==> src/rtl/onehot_scan_decoder_pkg.sv <==
// rtl/onehot_scan_decoder_pkg.sv - shared state and mode encodings for the one-hot scan decoder
package onehot_scan_decoder_pkg;

  // FSM encodings; 2'd3 is unused and recovers to ST_IDLE
  typedef enum logic [1:0] {
    ST_IDLE   = 2'd0,
    ST_DECODE = 2'd1,
    ST_SCAN   = 2'd2
  } state_t;

  localparam logic MODE_DECODE = 1'b0;
  localparam logic MODE_SCAN   = 1'b1;

endpackage

==> src/rtl/onehot_scan_decoder_if.sv <==
// rtl/onehot_scan_decoder_if.sv - control inputs and one-hot outputs of the scan decoder
interface onehot_scan_decoder_if #(
  parameter int SEL_W   = 3,
  parameter int N_OUT   = 6,
  parameter int DWELL_W = 8
);

  logic               en;
  logic               mode;
  logic [SEL_W-1:0]   a;
  logic               a_valid;
  logic [DWELL_W-1:0] dwell;
  logic [N_OUT-1:0]   y;
  logic [SEL_W-1:0]   idx;
  logic               wrap;
  logic               err;

  modport master (
    output en, mode, a, a_valid, dwell,
    input  y, idx, wrap, err
  );

  modport slave (
    input  en, mode, a, a_valid, dwell,
    output y, idx, wrap, err
  );

endinterface

==> src/rtl/onehot_scan_decoder_dwell_counter.sv <==
// rtl/onehot_scan_decoder_dwell_counter.sv - loadable down-counter timing each scan step
module onehot_scan_decoder_dwell_counter #(
  parameter int DWELL_W = 8
) (
  input  logic               clk,
  input  logic               rst_n,
  input  logic               load,
  input  logic [DWELL_W-1:0] load_val,
  input  logic               dec,
  output logic               zero
);

  logic [DWELL_W-1:0] cnt_q;

  // load wins over decrement; the counter parks at zero rather than wrapping
  always_ff @(posedge clk or negedge rst_n) begin
    if (!rst_n) begin
      cnt_q <= '0;
    end else if (load) begin
      cnt_q <= load_val;
    end else if (dec && (cnt_q != '0)) begin
      cnt_q <= cnt_q - 1'b1;
    end
  end

  assign zero = (cnt_q == '0);

endmodule

==> src/rtl/onehot_scan_decoder.sv <==
// rtl/onehot_scan_decoder.sv - registered one-hot decoder with binary decode and timed scan modes
module onehot_scan_decoder
  import onehot_scan_decoder_pkg::*;
#(
  parameter int SEL_W   = 3,
  parameter int N_OUT   = 6,
  parameter int DWELL_W = 8
) (
  input  logic                    clk,
  input  logic                    rst_n,
  onehot_scan_decoder_if.slave    bus
);

  // N_OUT held one bit wider than a so the range check never truncates
  localparam logic [SEL_W:0]   N_OUT_EXT = (SEL_W + 1)'(N_OUT);
  localparam logic [SEL_W-1:0] LAST_IDX  = SEL_W'(N_OUT - 1);

  state_t             state_q, state_nxt;
  logic [SEL_W-1:0]   idx_q, idx_nxt;
  logic [N_OUT-1:0]   y_q, y_nxt;
  logic               wrap_q, wrap_nxt;
  logic               err_q, err_nxt;
  logic               on_q, on_nxt;

  logic               a_in_range;
  logic               scan_entry;
  logic               take_a;
  logic               blank;
  logic               cnt_load;
  logic               cnt_dec;
  logic               cnt_zero;

  assign on_q       = |y_q;
  assign a_in_range = ({1'b0, bus.a} < N_OUT_EXT);

  onehot_scan_decoder_dwell_counter #(
    .DWELL_W (DWELL_W)
  ) u_dwell (
    .clk      (clk),
    .rst_n    (rst_n),
    .load     (cnt_load),
    .load_val (bus.dwell),
    .dec      (cnt_dec),
    .zero     (cnt_zero)
  );

  // state, index and pulse outputs all update together so y, idx and wrap stay coherent
  always_ff @(posedge clk or negedge rst_n) begin
    if (!rst_n) begin
      state_q <= ST_IDLE;
      idx_q   <= '0;
      y_q     <= '0;
      wrap_q  <= 1'b0;
      err_q   <= 1'b0;
    end else begin
      state_q <= state_nxt;
      idx_q   <= idx_nxt;
      y_q     <= y_nxt;
      wrap_q  <= wrap_nxt;
      err_q   <= err_nxt;
    end
  end

  // next-state and next-output selection; en=0 overrides everything else
  always_comb begin
    state_nxt  = state_q;
    idx_nxt    = idx_q;
    on_nxt     = on_q;
    wrap_nxt   = 1'b0;
    err_nxt    = 1'b0;
    cnt_load   = 1'b0;
    cnt_dec    = 1'b0;
    scan_entry = 1'b0;
    take_a     = 1'b0;
    blank      = 1'b0;

    if (!bus.en) begin
      state_nxt = ST_IDLE;
      blank     = 1'b1;
    end else begin
      case (state_q)
        ST_IDLE: begin
          if (bus.mode == MODE_SCAN) begin
            state_nxt  = ST_SCAN;
            scan_entry = 1'b1;
          end else begin
            state_nxt = ST_DECODE;
            take_a    = bus.a_valid;
          end
        end
        ST_DECODE: begin
          if (bus.mode == MODE_SCAN) begin
            state_nxt  = ST_SCAN;
            scan_entry = 1'b1;
          end else begin
            take_a = bus.a_valid;
          end
        end
        ST_SCAN: begin
          if (bus.mode == MODE_DECODE) begin
            // leaving scan blanks the outputs unless a select arrives on the same cycle
            state_nxt = ST_DECODE;
            take_a    = bus.a_valid;
            blank     = !bus.a_valid;
          end else if (cnt_zero) begin
            cnt_load = 1'b1;
            on_nxt   = 1'b1;
            if (idx_q == LAST_IDX) begin
              idx_nxt  = '0;
              wrap_nxt = 1'b1;
            end else begin
              idx_nxt = idx_q + 1'b1;
            end
          end else begin
            cnt_dec = 1'b1;
          end
        end
        default: begin
          state_nxt = ST_IDLE;
          blank     = 1'b1;
        end
      endcase
    end

    if (scan_entry) begin
      on_nxt   = 1'b1;
      idx_nxt  = '0;
      cnt_load = 1'b1;
    end

    if (take_a) begin
      if (a_in_range) begin
        on_nxt  = 1'b1;
        idx_nxt = bus.a;
      end else begin
        on_nxt  = 1'b0;
        idx_nxt = '0;
        err_nxt = 1'b1;
      end
    end

    if (blank) begin
      on_nxt  = 1'b0;
      idx_nxt = '0;
    end
  end

  // one-hot expansion of the next index; bits at or above N_OUT cannot be reached
  always_comb begin
    y_nxt = '0;
    for (int i = 0; i < N_OUT; i++) begin
      y_nxt[i] = on_nxt && (idx_nxt == SEL_W'(i));
    end
  end

  assign bus.y    = y_q;
  assign bus.idx  = idx_q;
  assign bus.wrap = wrap_q;
  assign bus.err  = err_q;

endmodule

==> src/flat_wrapper.sv <==
// flat-port wrapper written by rule: the top's interface ports become plain ports
module onehot_scan_decoder_flat import onehot_scan_decoder_pkg::*;
#(
  parameter int SEL_W   = 3,
  parameter int N_OUT   = 6,
  parameter int DWELL_W = 8
)
  (clk, rst_n, bus_en, bus_mode, bus_a, bus_a_valid, bus_dwell, bus_y, bus_idx, bus_wrap, bus_err);
  onehot_scan_decoder_if #(.SEL_W(SEL_W), .N_OUT(N_OUT), .DWELL_W(DWELL_W)) bus_i ();
  input  logic clk;
  input  logic rst_n;
  input wire logic [$bits(bus_i.en)-1:0] bus_en;
  input wire logic [$bits(bus_i.mode)-1:0] bus_mode;
  input wire logic [$bits(bus_i.a)-1:0] bus_a;
  input wire logic [$bits(bus_i.a_valid)-1:0] bus_a_valid;
  input wire logic [$bits(bus_i.dwell)-1:0] bus_dwell;
  output wire logic [$bits(bus_i.y)-1:0] bus_y;
  output wire logic [$bits(bus_i.idx)-1:0] bus_idx;
  output wire logic [$bits(bus_i.wrap)-1:0] bus_wrap;
  output wire logic [$bits(bus_i.err)-1:0] bus_err;
  assign bus_i.en = bus_en;
  assign bus_i.mode = bus_mode;
  assign bus_i.a = bus_a;
  assign bus_i.a_valid = bus_a_valid;
  assign bus_i.dwell = bus_dwell;
  assign bus_y = bus_i.y;
  assign bus_idx = bus_i.idx;
  assign bus_wrap = bus_i.wrap;
  assign bus_err = bus_i.err;
  onehot_scan_decoder #(.SEL_W(SEL_W), .N_OUT(N_OUT), .DWELL_W(DWELL_W)) u_core (.clk(clk), .rst_n(rst_n), .bus(bus_i));
endmodule
==> config.mk <==
export PLATFORM = sky130hd
export DESIGN_NAME = onehot_scan_decoder_flat
export DESIGN_NICKNAME = d
export VERILOG_FILES = /design/src/rtl/onehot_scan_decoder_pkg.sv /design/src/rtl/onehot_scan_decoder_if.sv /design/src/rtl/onehot_scan_decoder_dwell_counter.sv /design/src/rtl/onehot_scan_decoder.sv /design/src/flat_wrapper.sv
export SDC_FILE = /design/constraint.sdc
export NUM_CORES = 1
export LEC_CHECK = 0
export CAP_MARGIN = 20
export CORE_ASPECT_RATIO = 0.8
export CORE_MARGIN = 3
export CORE_UTILIZATION = 49
export DETAILED_ROUTE_END_ITERATION = 7
export GPL_ROUTABILITY_DRIVEN = 0
export PLACE_DENSITY = 0.78
export REMOVE_ABC_BUFFERS = 1
export SLEW_MARGIN = 20
export SYNTH_ARGS = -nofsm -noshare
export SYNTH_HDL_FRONTEND = slang
export SYNTH_SLANG_ARGS = --single-unit
==> constraint.sdc <==
create_clock -name clk -period 3 [get_ports clk]
set_input_delay 0.75 -clock clk [delete_from_list [all_inputs] [get_ports clk]]
set_output_delay 0.75 -clock clk [all_outputs]
set_load 0.01 [all_outputs]
==> impl_metrics.tcl <==
set metrics [dict create \
    worst-path-max-fanout 11 \
    cp-start-kind "register" \
    area_growth_syn_to_layout_pct 25.5 \
    crit_path_cell_trace "inv_1 > ha_1 > or4b_1 > o21ai_2 > nand2_1 > and2_1 > o31ai_1" \
    grt_antenna_before_repair 0 \
    grt_max_degree 22 \
    yosys_warnings 0 \
    cts.hold.buffers_added 0 \
    core_mm2 0.00227 \
    yosysSeqAreaShare_pct 42.7 \
    finalNonFillerCells 190 \
    cts_tree "built" \
    hold_viol 0 \
    postSynthCellCount 130 \
    finalWirelength_um 2880 \
    grt_overflow 0 \
    drc 0 \
    vias 1078 \
    drive_gt1_share_pct 10.3 \
    synth_edf_count 0 \
    cts.repair.resized 0 \
    arrival_ps 2780 \
    grt_pass1_vias 990 \
    max_freq_mhz 390 \
    fin_crit_sh_pct 85.6 \
    leakage_nw 0.675 \
    post_cts_buffers 0 \
    avgSynthCellArea_um2 9.46 \
    grt_pass1_wl_um 4740 \
    drtPass1Iterations 4 \
    hold_class "reg -> reg" \
    ir_drop_mv 0.275 \
    path_clk_slew_ps 120 \
    maxSlewHeadroom_pct 63.0 \
    async_flop_share_pct 100 \
    initial_core_util_pct 54.2 \
    tightest_slew_ps 555 \
    path_class "reg -> reg" \
    critPathCaptureType "register" \
    critPathTopFamily "simple AND/OR/NAND/NOR gates" \
    clk_path_buf_depth 2 \
    syn_area_mm2 0.00123 \
    placedCellCount 186 \
    setup_viol 0 \
    gr-usage-all-layers_pct 20.5 \
    die_h_um 50.8 \
    clkSinkCount 21 \
    clockRootBuffer "clkbuf_4" \
    h-tree-depth 1 \
    crit_buf_inv 1 \
    synth-seq-cells 21 \
    routed_via_density 5.67 \
    port-buffer-count 26 \
    clock_skew_ps 11.6 \
    synthFlopType "dfrtp_1" \
    rsz0062_at_grt "no" \
    insertion_delay_ps 310 \
    finalMaxSlewViolations 0 \
    die_w_um 62.0 \
    status "finished, final reports clean" \
    dpl.hpwl_um 2180 \
    maxCapViolations 0 \
    nets 174 \
    numCtsBuffers 3 \
    power_mw 0.729 \
    initialDrtViolationCount 105 \
    antennaDiodeCount 0 \
    min_period_ps 2570 \
    avgRoutedWirePerCell_um 15.1 \
    crit_path_top_delay_cell "or4b_1" \
    cpPeakStageDelay_ps 610 \
    die_area_mm2 0.00315 \
    p_per_area_mw_per_mm2 472 \
    ios 27 \
    drtAntennaViolNets 0 \
    setup_tns_ps 0 \
    rows 15 \
    yosys.cell_types.count 42 \
    cp_data_required_time_ps 3210 \
]
## synthesized netlist by cell type, types with 2 or more instances
cell type,count,area (um2)
buf_2,3,15.0
o21ai_0,10,50.1
o21a_1,2,15.0
nand4_1,2,12.5
nor4_1,5,31.3
nand2_1,7,26.3
o22ai_1,2,12.5
clkbuf_1,2,7.51
dfrtp_1,21,526
mux2i_1,6,60.1
nor3_1,4,20.0
nand2b_1,4,25.0
nand3_1,2,10.0
nor2b_1,3,18.8
inv_1,8,30.0
nor2_1,9,33.8
nor3b_2,2,25.0
o211ai_1,3,22.5
a21oi_1,5,25.0
or4_4,2,22.5
o31ai_1,3,22.5
and2_1,4,25.0
or4_1,2,15.0
## routing by layer
| layer | wire (um) | global-route usage [%] |
|---|---|---|
| met2 | 1300 | 29.7 |
| met3 | 200 | 5.56 |
| met4 | 12 | 3.18 |
| met1 | 1370 | 31.0 |
| met5 | 0 | 0 |
## report_power, final
group          switching, mW  internal (mW)
combinational          0.108         0.0980
sequential            0.0550          0.328
clock                 0.0886         0.0519
## worst paths after layout
kind                                                     startpoint                             endpoint  slack [ps]  cells after the start
worst max-delay path            u_core.u_dwell.cnt_q[0]$_DFFE_PN0P_  u_core.u_dwell.cnt_q[1]$_DFFE_PN0P_         430                      7
worst min-delay path            u_core.u_dwell.cnt_q[7]$_DFFE_PN0P_  u_core.u_dwell.cnt_q[7]$_DFFE_PN0P_         560                      2
worst max register to register  u_core.u_dwell.cnt_q[0]$_DFFE_PN0P_  u_core.u_dwell.cnt_q[1]$_DFFE_PN0P_         430                      7
worst min register to register  u_core.u_dwell.cnt_q[7]$_DFFE_PN0P_  u_core.u_dwell.cnt_q[7]$_DFFE_PN0P_         560                      2
max in group asynchronous                                     rst_n             u_core.bus.err$_DFF_PN0_        2000                      2
min in group asynchronous                                     rst_n            u_core.bus.y[5]$_DFF_PN0_         770                      2
## logic make-up after synthesis
group           count (synthesis)  share of synthesized area (%)
fa+ha+maj                       1                           1.02
simple gates                   54                           27.6
flops                          21                           42.7
compound gates                 34                           19.2
mux                             6                           4.88
buf+inv                        14                           4.58
## flip-flops by register name, summed over array words and instances (netlist names)
signal                count
u_core.u_dwell.cnt_q      8
u_core.state_q            2
u_core.bus.err            1
u_core.bus.wrap           1
u_core.bus.idx            3
u_core.bus.y              6
## worst reg2reg max path, delay by kind of cell (launching register included)
family	cells	cell delay [ps]
AOI/OAI and AO/OA	2	530
adders and majority gates	1	180
and+or+nand+nor	3	1280
buffers and inverters	1	80
DFF	1	410
## layout make-up
cell class	instances	area [um2]
Timing Repair Buffer	27	268
Sequential cell	21	526
Fill cell	193	727
Tap cell	34	42.5
Inverter	9	33.8
Clock buffer	4	26.3
Multi-Input combinational cell	95	648
## per-stage QoR
step | instance area (um2) | worst slack (ps) | utilization (%) | hold slack (ps)
6_report | 1540 | 433 | 68.0 | 562
3_3_place_gp | 1520 | 323 | 66.8 | 520
2_1_floorplan | 1210 | 711 | - | 454
5_1_grt | 1540 | 238 | 68.0 | 588
4_1_cts | 1540 | 429 | 68.0 | 558
3_5_place_dp | 1520 | 274 | 66.8 | 540
## layout by cell type, fill, tap and decap left out, drive strengths merged, types with 4 or more instances in the layout
cell           netlist  routed
nand2b               4       4
dfrtp               21      21
nor3                 5       5
a21oi                6       6
nor4                 5       5
inv                  9       9
or4                  4       4
clkdlybuf4s50        0      26
o21ai               11      11
and2                 4       4
nor2                 9       9
nand2                7       7
clkbuf               2       4
mux2i                6       6
o211ai               4       4
Power figures use the tool's default switching activity.
